## config.mk

```make
export PLATFORM = sky130hd
export DESIGN_NAME = byte_lane_sequencer_flat
export DESIGN_NICKNAME = d
export VERILOG_FILES = /design/src/rtl/eth_lane_pkg.sv /design/src/rtl/byte_lane_sequencer_if.sv /design/src/rtl/lane_prio_enc.sv /design/src/rtl/byte_lane_sequencer.sv /design/src/flat_wrapper.sv
export SDC_FILE = /design/constraint.sdc
export NUM_CORES = 1
export LEC_CHECK = 0
export ABC_CLOCK_PERIOD_IN_PS = 5100
export CORE_MARGIN = 2
export CORE_UTILIZATION = 47
export CTS_BUF_LIST = sky130_fd_sc_hd__clkbuf_16
export CTS_CLUSTER_DIAMETER = 30
export CTS_CLUSTER_SIZE = 8
export DETAILED_ROUTE_END_ITERATION = 8
export GPL_TIMING_DRIVEN = 0
export PLACE_DENSITY = 0.91
export SLEW_MARGIN = 40
export SYNTH_ARGS = -nofsm -noshare
export SYNTH_HDL_FRONTEND = slang
export SYNTH_HIERARCHICAL = 1
export SYNTH_SLANG_ARGS = --single-unit
```

## constraint.sdc

```tcl
create_clock -name clk -period 5.1 [get_ports clk]
set_input_delay 1.02 -clock clk [delete_from_list [all_inputs] [get_ports clk]]
set_output_delay 1.02 -clock clk [all_outputs]
set_load 0.03 [all_outputs]
```

## src/rtl/eth_lane_pkg.sv

```systemverilog
// Shared lane geometry, sequencer state encoding and a lane-mask helper
// for the byte lane sequencer slice.
package eth_lane_pkg;

    localparam int unsigned LANES = 8;
    localparam int unsigned SEL_W = 3;

    typedef enum logic {
        IDLE = 1'b0,
        SEND = 1'b1
    } state_t;

    function automatic logic [LANES-1:0] lane_bit(input logic [SEL_W-1:0] sel);
        return LANES'(1) << sel;
    endfunction

endpackage

```

## src/rtl/byte_lane_sequencer_if.sv

```systemverilog
// Word-in / byte-out bus of the byte lane sequencer; slave is the sequencer
// side, master the upstream/downstream environment side.
interface byte_lane_sequencer_if;
    import eth_lane_pkg::*;

    logic                   in_valid;
    logic                   in_ready;
    logic [LANES*8-1:0]     in_data;
    logic [LANES-1:0]       in_keep;
    logic                   in_last;
    logic [LANES*8-1:0]     word_q;
    logic [SEL_W-1:0]       mux_sel;
    logic                   mux_en;
    logic                   byte_valid;
    logic                   byte_last;
    logic                   out_ready;

    modport slave (
        input  in_valid, in_data, in_keep, in_last, out_ready,
        output in_ready, word_q, mux_sel, mux_en, byte_valid, byte_last
    );

    modport master (
        output in_valid, in_data, in_keep, in_last, out_ready,
        input  in_ready, word_q, mux_sel, mux_en, byte_valid, byte_last
    );

endinterface

```

## src/rtl/lane_prio_enc.sv

```systemverilog
// Lowest-set-bit priority encoder over the lane mask, with an any-bit flag.
module lane_prio_enc
    import eth_lane_pkg::*;
(
    input  logic [LANES-1:0] mask,
    output logic [SEL_W-1:0] idx,
    output logic             any
);

    always_comb begin
        idx = '0;
        any = |mask;
        // Scan downwards so the lowest set lane is the last one written.
        for (int unsigned i = LANES; i > 0; i--) begin
            if (mask[i-1]) idx = SEL_W'(i - 1);
        end
    end

endmodule

```

## src/rtl/byte_lane_sequencer.sv

```systemverilog
// Serialises the kept lanes of 64-bit words into a byte stream by steering a
// downstream 8:1 mux bank, one byte per cycle with no inter-word bubble.
module byte_lane_sequencer
    import eth_lane_pkg::*;
#(
    parameter logic IDLE_EN = 1'b0
) (
    input  logic                 clk,
    input  logic                 reset,
    byte_lane_sequencer_if.slave bus
);

    state_t             state;
    logic [LANES*8-1:0] word_q;
    logic [LANES-1:0]   rem_mask;
    logic               last_q;
    logic [SEL_W-1:0]   mux_sel;
    logic               mux_en;
    logic               byte_valid;
    logic               byte_last;

    logic [LANES-1:0]   rem_next;
    logic [LANES-1:0]   acc_rest;
    logic [LANES-1:0]   adv_rest;
    logic [SEL_W-1:0]   acc_sel;
    logic [SEL_W-1:0]   adv_sel;
    logic               acc_any;
    logic               adv_any;
    logic               rem_single;
    logic               in_ready;
    logic               load;
    logic               advance;

    lane_prio_enc u_acc_enc (
        .mask (bus.in_keep),
        .idx  (acc_sel),
        .any  (acc_any)
    );

    lane_prio_enc u_adv_enc (
        .mask (rem_next),
        .idx  (adv_sel),
        .any  (adv_any)
    );

    always_comb begin
        rem_next   = rem_mask & ~lane_bit(mux_sel);
        rem_single = (rem_mask != '0) && ((rem_mask & (rem_mask - 8'd1)) == '0);
        // Gated by reset so in_ready reads 0 while reset is held.
        in_ready   = reset && ((state == IDLE) || (rem_single && bus.out_ready));
        advance    = (state == SEND) && bus.out_ready;
        load       = bus.in_valid && in_ready && acc_any;
        acc_rest   = bus.in_keep & ~lane_bit(acc_sel);
        adv_rest   = rem_next & ~lane_bit(adv_sel);
    end

    always_ff @(posedge clk or negedge reset) begin
        if (!reset) begin
            state      <= IDLE;
            word_q     <= '0;
            rem_mask   <= '0;
            last_q     <= 1'b0;
            mux_sel    <= '0;
            mux_en     <= 1'b0;
            byte_valid <= 1'b0;
            byte_last  <= 1'b0;
        end else if (load) begin
            state      <= SEND;
            word_q     <= bus.in_data;
            rem_mask   <= bus.in_keep;
            last_q     <= bus.in_last;
            mux_sel    <= acc_sel;
            mux_en     <= 1'b1;
            byte_valid <= 1'b1;
            byte_last  <= bus.in_last && (acc_rest == '0);
        end else begin
            case (state)
                IDLE: begin
                    mux_en     <= IDLE_EN;
                    byte_valid <= 1'b0;
                    byte_last  <= 1'b0;
                end
                SEND: begin
                    if (advance) begin
                        rem_mask <= rem_next;
                        if (adv_any) begin
                            mux_sel   <= adv_sel;
                            byte_last <= last_q && (adv_rest == '0);
                        end else begin
                            state      <= IDLE;
                            mux_en     <= IDLE_EN;
                            byte_valid <= 1'b0;
                            byte_last  <= 1'b0;
                        end
                    end
                end
                default: state <= IDLE;
            endcase
        end
    end

    assign bus.in_ready   = in_ready;
    assign bus.word_q     = word_q;
    assign bus.mux_sel    = mux_sel;
    assign bus.mux_en     = mux_en;
    assign bus.byte_valid = byte_valid;
    assign bus.byte_last  = byte_last;

endmodule

```

## src/flat_wrapper.sv

```systemverilog
// flat-port wrapper written by rule: the top's interface ports become plain ports
module byte_lane_sequencer_flat import eth_lane_pkg::*;
#(
    parameter logic IDLE_EN = 1'b0
)
  (clk, reset, bus_in_valid, bus_in_data, bus_in_keep, bus_in_last, bus_out_ready, bus_in_ready, bus_word_q, bus_mux_sel, bus_mux_en, bus_byte_valid, bus_byte_last);
  byte_lane_sequencer_if bus_i ();
  input  logic clk;
  input  logic reset;
  input wire logic [$bits(bus_i.in_valid)-1:0] bus_in_valid;
  input wire logic [$bits(bus_i.in_data)-1:0] bus_in_data;
  input wire logic [$bits(bus_i.in_keep)-1:0] bus_in_keep;
  input wire logic [$bits(bus_i.in_last)-1:0] bus_in_last;
  input wire logic [$bits(bus_i.out_ready)-1:0] bus_out_ready;
  output wire logic [$bits(bus_i.in_ready)-1:0] bus_in_ready;
  output wire logic [$bits(bus_i.word_q)-1:0] bus_word_q;
  output wire logic [$bits(bus_i.mux_sel)-1:0] bus_mux_sel;
  output wire logic [$bits(bus_i.mux_en)-1:0] bus_mux_en;
  output wire logic [$bits(bus_i.byte_valid)-1:0] bus_byte_valid;
  output wire logic [$bits(bus_i.byte_last)-1:0] bus_byte_last;
  assign bus_i.in_valid = bus_in_valid;
  assign bus_i.in_data = bus_in_data;
  assign bus_i.in_keep = bus_in_keep;
  assign bus_i.in_last = bus_in_last;
  assign bus_i.out_ready = bus_out_ready;
  assign bus_in_ready = bus_i.in_ready;
  assign bus_word_q = bus_i.word_q;
  assign bus_mux_sel = bus_i.mux_sel;
  assign bus_mux_en = bus_i.mux_en;
  assign bus_byte_valid = bus_i.byte_valid;
  assign bus_byte_last = bus_i.byte_last;
  byte_lane_sequencer #(.IDLE_EN(IDLE_EN)) u_core (.clk(clk), .reset(reset), .bus(bus_i));
endmodule
```

Word level (Yosys, flattened, before mapping):

Cells that the tools add are included.

* logic and storage cells: 77
* bits in registers: 79
* output and inout bits: 71

* mux-type cells: 35
* equality and inequality tests: 2
* bitwise operators: 8
* reductions and logical operators: 21
* shifts and indexed selects: 3
* add/subtract/negate cells: 1

Operators by type and width (number)
* $mux 3: 20
* $and 8x8->8: 4
* $logic_not 8->1: 3
* $mux 8: 3
* $not 8->8: 3
* $shl 1x3->8 const A: 3
* $reduce_or 8->1: 2
* $mux 1: 10
* $logic_and 1x1->1: 8
* $reduce_bool 8->1: 1
* $sub 8x1->8 const B: 1
* $ne 3x3->1 const B: 2
* $reduce_bool 2->1: 3
* $pmux 1 s2: 2
* $reduce_and 2->1: 2
* $reduce_and 3->1: 1
* $logic_or 1x1->1: 1
* $not 1->1: 1

Depth between registers and ports, before layout:

* word-level depth: 20
* mapped depth: 13
* mapped depth without buffers: 11

Hierarchy:

Netlist, hierarchy kept.

By module, submodules not included
* byte_lane_sequencer: area each 3597.2 sq um, times used 1, cells an instance 269, seq. area each 1976.9 sq um
* lane_prio_enc: area each 81.3 sq um, times used 2, cells an instance 13, seq. area each 0.0 sq um

Least setup slack after synthesis:

No wires, ideal clock.

* path kind: flip-flop to flip-flop
* start: register u_core.mux_sel[0], in the netlist u_core/bus.mux_sel[0]
* end: register u_core.byte_last, in the netlist u_core/bus.byte_last
* arrival: 3.334 ns
* data required time: 5.018 ns
* period minus slack after synthesis: 3.416 ns
* setup slack: 1.684 ns
* stages on the path, launching flop included: 12
* library setup time: 0.082 ns
* path buffers: 1
* path through: dfrtp_1 buf_2 or3b_2 and2_1 nor2_1 a21boi_0 or3b_2 a31oi_1 o21ai_0 a211o_1 or3_1 a31oi_1

* elaborated cells on any way between the ends: 21

RTL lines
* from (decl): RTL line byte_lane_sequencer.sv:17 `logic [SEL_W-1:0] mux_sel;`
* from (signal assigned): RTL line byte_lane_sequencer.sv:72 `mux_sel <= acc_sel;`
* from (signal assigned): RTL line byte_lane_sequencer.sv:87 `mux_sel <= adv_sel;`
* $shl 1x3->8: RTL line eth_lane_pkg.sv:14 `return LANES'(1) << sel;`
* $not 8->8: RTL line byte_lane_sequencer.sv:47 `rem_next = rem_mask & ~lane_bit(mux_sel);`
* $and 8x8->8: RTL line byte_lane_sequencer.sv:47
* net u_core.rem_next[1]: RTL line byte_lane_sequencer.sv:22 `logic [LANES-1:0] rem_next;`
* $mux 3 (2 in series): RTL line lane_prio_enc.sv:15 `if (mask[i-1]) idx = SEL_W'(i - 1);`
* net u_core.adv_sel[1]: RTL line byte_lane_sequencer.sv:26 `logic [SEL_W-1:0] adv_sel;`
* $shl 1x3->8: RTL line eth_lane_pkg.sv:14
* $not 8->8: RTL line byte_lane_sequencer.sv:54 `adv_rest = rem_next & ~lane_bit(adv_sel);`
* $and 8x8->8: RTL line byte_lane_sequencer.sv:54
* $logic_not 8->1: RTL line byte_lane_sequencer.sv:88 `byte_last <= last_q && (adv_rest == '0);`
* $logic_and 1x1->1: RTL line byte_lane_sequencer.sv:88
* $mux 1: RTL line byte_lane_sequencer.sv:86 `if (adv_any) begin`
* $mux 1: RTL line byte_lane_sequencer.sv:84 `if (advance) begin`
* $pmux 1 s2: RTL line byte_lane_sequencer.sv:77 `case (state)`
* $mux 1: RTL line byte_lane_sequencer.sv:67 `end else if (load) begin`
* to (signal assigned): RTL line byte_lane_sequencer.sv:75 `byte_last <= bus.in_last && (acc_rest == '0);`
* to (signal assigned): RTL line byte_lane_sequencer.sv:88
* to (decl): RTL line byte_lane_sequencer.sv:20 `logic byte_last;`

The timed path passes the listed nets, and every way through them passes these cells. The select of a mux whose other input is x is not followed.
A chain may end at the register's enable or synchronous reset.

Worst setup path in the final report:

* start: input reset
* end: output bus_in_ready

* cells in the longest elaborated chain, start to end: 1

RTL lines
* from (decl): RTL line flat_wrapper.sv:9 `input logic reset;`
* $logic_and 1x1->1: RTL line byte_lane_sequencer.sv:50 `in_ready = reset && ((state == IDLE) || (rem_single && bus.out_ready));`
* to (decl): RTL line flat_wrapper.sv:15 `output wire logic [$bits(bus_i.in_ready)-1:0] bus_in_ready;`

Every way passes these cells.

==> flow_metrics.py <==
metrics = {
    "outcome": {
        "status": "finished clean",
    },
    "drt": {
        "wl_per_cell_um": 19.4,
        "drt_pass1_iterations": 4,
        "vias": 3102,
        "post_drt_via_cell_ratio": 5.53,
        "detail_route.wirelength_mm": 10.9,
        "ant_nets": 0,
        "dr.first_iter.drc_count": 171,
        "drcViolationCount": 0,
    },
    "power_and_ir_drop": {
        "combPwrFrac": 0.555,
        "leakagePower_nw": 2.32,
        "seq_power_share": 0.289,
        "net-switching-power_mw": 1.65,
        "pwr_density_cell_nw_per_um2": 704,
        "internal_power_mw": 2.36,
        "power_switching_share": 0.412,
        "vdd_drop_max_mv": 0.532,
        "pwr-share-clk": 0.155,
    },
    "cts": {
        "holdBufCountCts": 0,
        "depth_of_the_cts_h_tree": 3,
        "cts.clk_slew.worst_paths_ns": 0.06,
        "cts-root-buf": "sky130_fd_sc_hd__clkbuf_16",
        "post_cts.repair.setup_buffers": 0,
        "clkLatencyLatePin_ns": 0.33,
        "cts_buffers": 9,
        "tritoncts_num_sinks": 79,
        "cts-root-to-sink-buffers": 2,
        "post_cts_resize_count": 0,
        "cts_tree": "built",
    },
    "setup_path": {
        "worstSetupPathType": "input port to output pin",
        "timing.critical_path.buf_inv": 3,
        "rr_worst_depth": 12,
        "cp_data_required_time_ns": 4.08,
        "longest_individual_stage_delay_on_the_worst_path_ns": 0.68,
        "timing.critical_path.cells": "buf_6, buf_16, nand2_1, a21oi_1, a31o_2, clkdlybuf4s50_1",
        "r2r_setup_slack_ns": 1.50,
        "crit_family": "buffers and inverters",
        "worst_setup_path_start_kind": "input port",
        "data_arrival_time_of_the_worst_path_ns": 2.74,
        "endpoint_type_of_the_worst_setup_path": "output pin",
        "critical_path.reg2reg.endpoint": "u_core/bus.byte_last",
        "worst-path-max-fanout": 53,
        "rr_startpoint": "u_core/bus.mux_sel[2]",
        "crit_slowest_cell": "sky130_fd_sc_hd__clkdlybuf4s50_1",
    },
    "placement": {
        "port_buffers": 147,
        "post_placement_cell_count": 545,
        "dp_worst_setup_slack_ns": 1.30,
        "hpwlAfterDp_mm": 7.89,
        "gp_routability_congestion": 0.960,
        "placement.cell_area_um2": 5400,
    },
    "min_path": {
        "hold_path.startpoint": "u_core/bus.word_q[17]",
        "min_path_type": "flip-flop to flip-flop",
        "hold-path-endpoint": "u_core/bus.word_q[17]",
        "hold_path_depth": 1,
    },
    "timing": {
        "tightestPinTransition_ns": 0.695,
        "final_critical_path_setup_slack_ns": 1.34,
        "clock_skew_ns": 0.0115,
        "min_period_over_period": 0.738,
        "final_hold_vio_count": 0,
        "timing.setup.tns_ns": 0,
        "setup_viol_count_final": 0,
        "min_period_ns": 3.76,
        "timing.max_slew.rel_slack": 0.533,
        "timing_max_transition_violations_final": 0,
        "setup_repair_after_global_routing_missed_its_margin": "false",
        "achievable-frequency_mhz": 266,
    },
    "yosys": {
        "synth-warning-count": 6,
        "synth_async_sr_flop_share": 1.00,
        "synth_most_common_cell": "sky130_fd_sc_hd__dfrtp_1",
        "dominantRegCellSynth": "sky130_fd_sc_hd__dfrtp_1",
        "ys_seq_elements": 79,
        "netlist-cell-type-count": 49,
        "synth_edf_count": 0,
        "synth_top_cell_area_share": 0.526,
        "synth.cell_area_um2": 3760,
        "synth.net_count": 372,
        "ys_seq_area_frac": 0.526,
        "synth_area_per_cell_um2": 12.7,
        "yosys-top-cells-area": "sky130_fd_sc_hd__dfrtp_1 (53%), sky130_fd_sc_hd__mux2_2 (18%), sky130_fd_sc_hd__mux2_4 (4.0%)",
        "postSynthCellCount": 295,
        "synth.largest_area_cell": "sky130_fd_sc_hd__dfrtp_1",
        "synth_common_cells": "sky130_fd_sc_hd__dfrtp_1 (79), sky130_fd_sc_hd__mux2_2 (60), sky130_fd_sc_hd__o21ai_0 (25)",
    },
    "finish": {
        "drive_above_1_share": 0.251,
        "nNetsFinal": 531,
        "final-instance-count-excl-fill": 561,
        "antenna_cells_inserted": 0,
        "finalInstanceArea_um2": 5690,
        "area_growth_syn_to_layout_pct": 51.4,
    },
    "global_routing": {
        "globalRouteOverflowTotal": 0,
        "grt_pass1_vias": 3417,
        "use_met2": 0.444,
        "global_route.usage.met1": 0.285,
        "grt_start_max_net_pins": 54,
        "grt_first_pass_wirelength_mm": 17.3,
        "grtUsageMet3": 0.102,
        "grt.busiest_layer": "met2",
        "grt_usage": 0.259,
        "grt_antenna_before_repair": 0,
    },
    "floorplan": {
        "core_um2": 7730,
        "horizontal_extent_of_the_die_um": 93.4,
        "num_io_pins": 148,
        "dieHeight_um": 93.4,
        "fp-row-count": 32,
        "initial_standard_cell_utilization_of_the_core": 0.487,
        "die_area_um2": 8730,
    },
    "flow_run": {
        "timing.max_cap.violations": 0,
    },
}
==> flip-flops by register name, summed over array words and instances (netlist names) <==
register	flops
u_core/rem_mask	8
u_core/bus.mux_sel	3
u_core/bus.word_q	64
u_core/bus.byte_valid	1
u_core/last_q	1
u_core/state	1
u_core/bus.byte_last	1
==> power by group through the flow <==
| stage | clock (mW) | sequential (mW) | combinational, mW |
|---|---|---|---|
| after global placement | 0 | 1.13 | 2.15 |
| after detailed placement | 0 | 1.15 | 2.20 |
| after CTS | 0.635 | 1.16 | 2.23 |
| final | 0.622 | 1.16 | 2.23 |
| after global routing | 0.665 | 1.20 | 2.34 |
| after floorplan | 0 | 1.68 | 0.789 |
==> worst register-to-register path: stages (launching register included) <==
cell and delay, ns:
sky130_fd_sc_hd__dfrtp_1 0.41, sky130_fd_sc_hd__buf_2 0.19, sky130_fd_sc_hd__or3b_2 0.49, sky130_fd_sc_hd__and2_1 0.22, sky130_fd_sc_hd__nor2_1 0.16, sky130_fd_sc_hd__and3b_1 0.19, sky130_fd_sc_hd__buf_1 0.36, sky130_fd_sc_hd__or3b_2 0.48
sky130_fd_sc_hd__a32oi_1 0.21, sky130_fd_sc_hd__nor2_1 0.08, sky130_fd_sc_hd__a211o_1 0.28, sky130_fd_sc_hd__or3_1 0.31, sky130_fd_sc_hd__a31oi_1 0.14
==> layout make-up <==
class / count / area [um^2]
multi-input cells: 196 / 1650
fillers: 493 / 2030
repair buffers: 148 / 1500
clock buffers: 9 / 225
inverters: 6 / 22.5
clock inverters: 7 / 65.1
well taps: 102 / 128
flip-flops and latches: 79 / 1980
plain buffers: 14 / 123
==> how the worst max path moves through the flow <==
stage	start	end	cells after the start
after floorplan	u_core/bus.mux_sel[0]	u_core/bus.byte_last	11
after global placement	reset	bus_in_ready	5
after detailed placement	reset	bus_in_ready	6
after CTS	reset	bus_in_ready	6
after global routing	reset	bus_in_ready	6
final	reset	bus_in_ready	6
==> routing by layer <==
metal	vias to the layer above	share of wire
met3	25	0.092
li1	1399	-
met5	-	0
met2	156	0.51
met4	0	0.031
met1	1522	0.37
==> per-stage QoR <==
stage          hold WS, ns  total power [mW]   util
6_report             0.510              4.01  0.737
3_3_place_gp         0.470              3.28  0.693
3_5_place_dp         0.487              3.36  0.698
5_1_grt              0.524              4.20  0.737
4_1_cts              0.509              4.02  0.736
2_1_floorplan        0.481              2.46      -
==> cells by family after synthesis <==
group           Yosys count  synth area share
compound gates           58            0.0995
buf+inv                  20            0.0386
mux                      73             0.228
simple gates             64             0.105
flops                    79             0.526
fa+ha+maj                 1           0.00266
==> cell usage in the layout, fill, tap and decap left out, drive strengths merged, types with 3 or more instances in the layout <==
master / n
or3b: 6
nor2: 12
o21ai: 25
a21oi: 8
dfrtp: 79
mux2: 71
clkinvlp: 3
nor4: 5
clkdlybuf4s50: 146
nand2b: 3
clkbuf: 9
o211ai: 3
inv: 7
nor2b: 5
o41ai: 3
nand2: 9
nand3: 6
nand3b: 4
a31oi: 3
buf: 16
and2: 5
(Power assumes the default switching activity.)
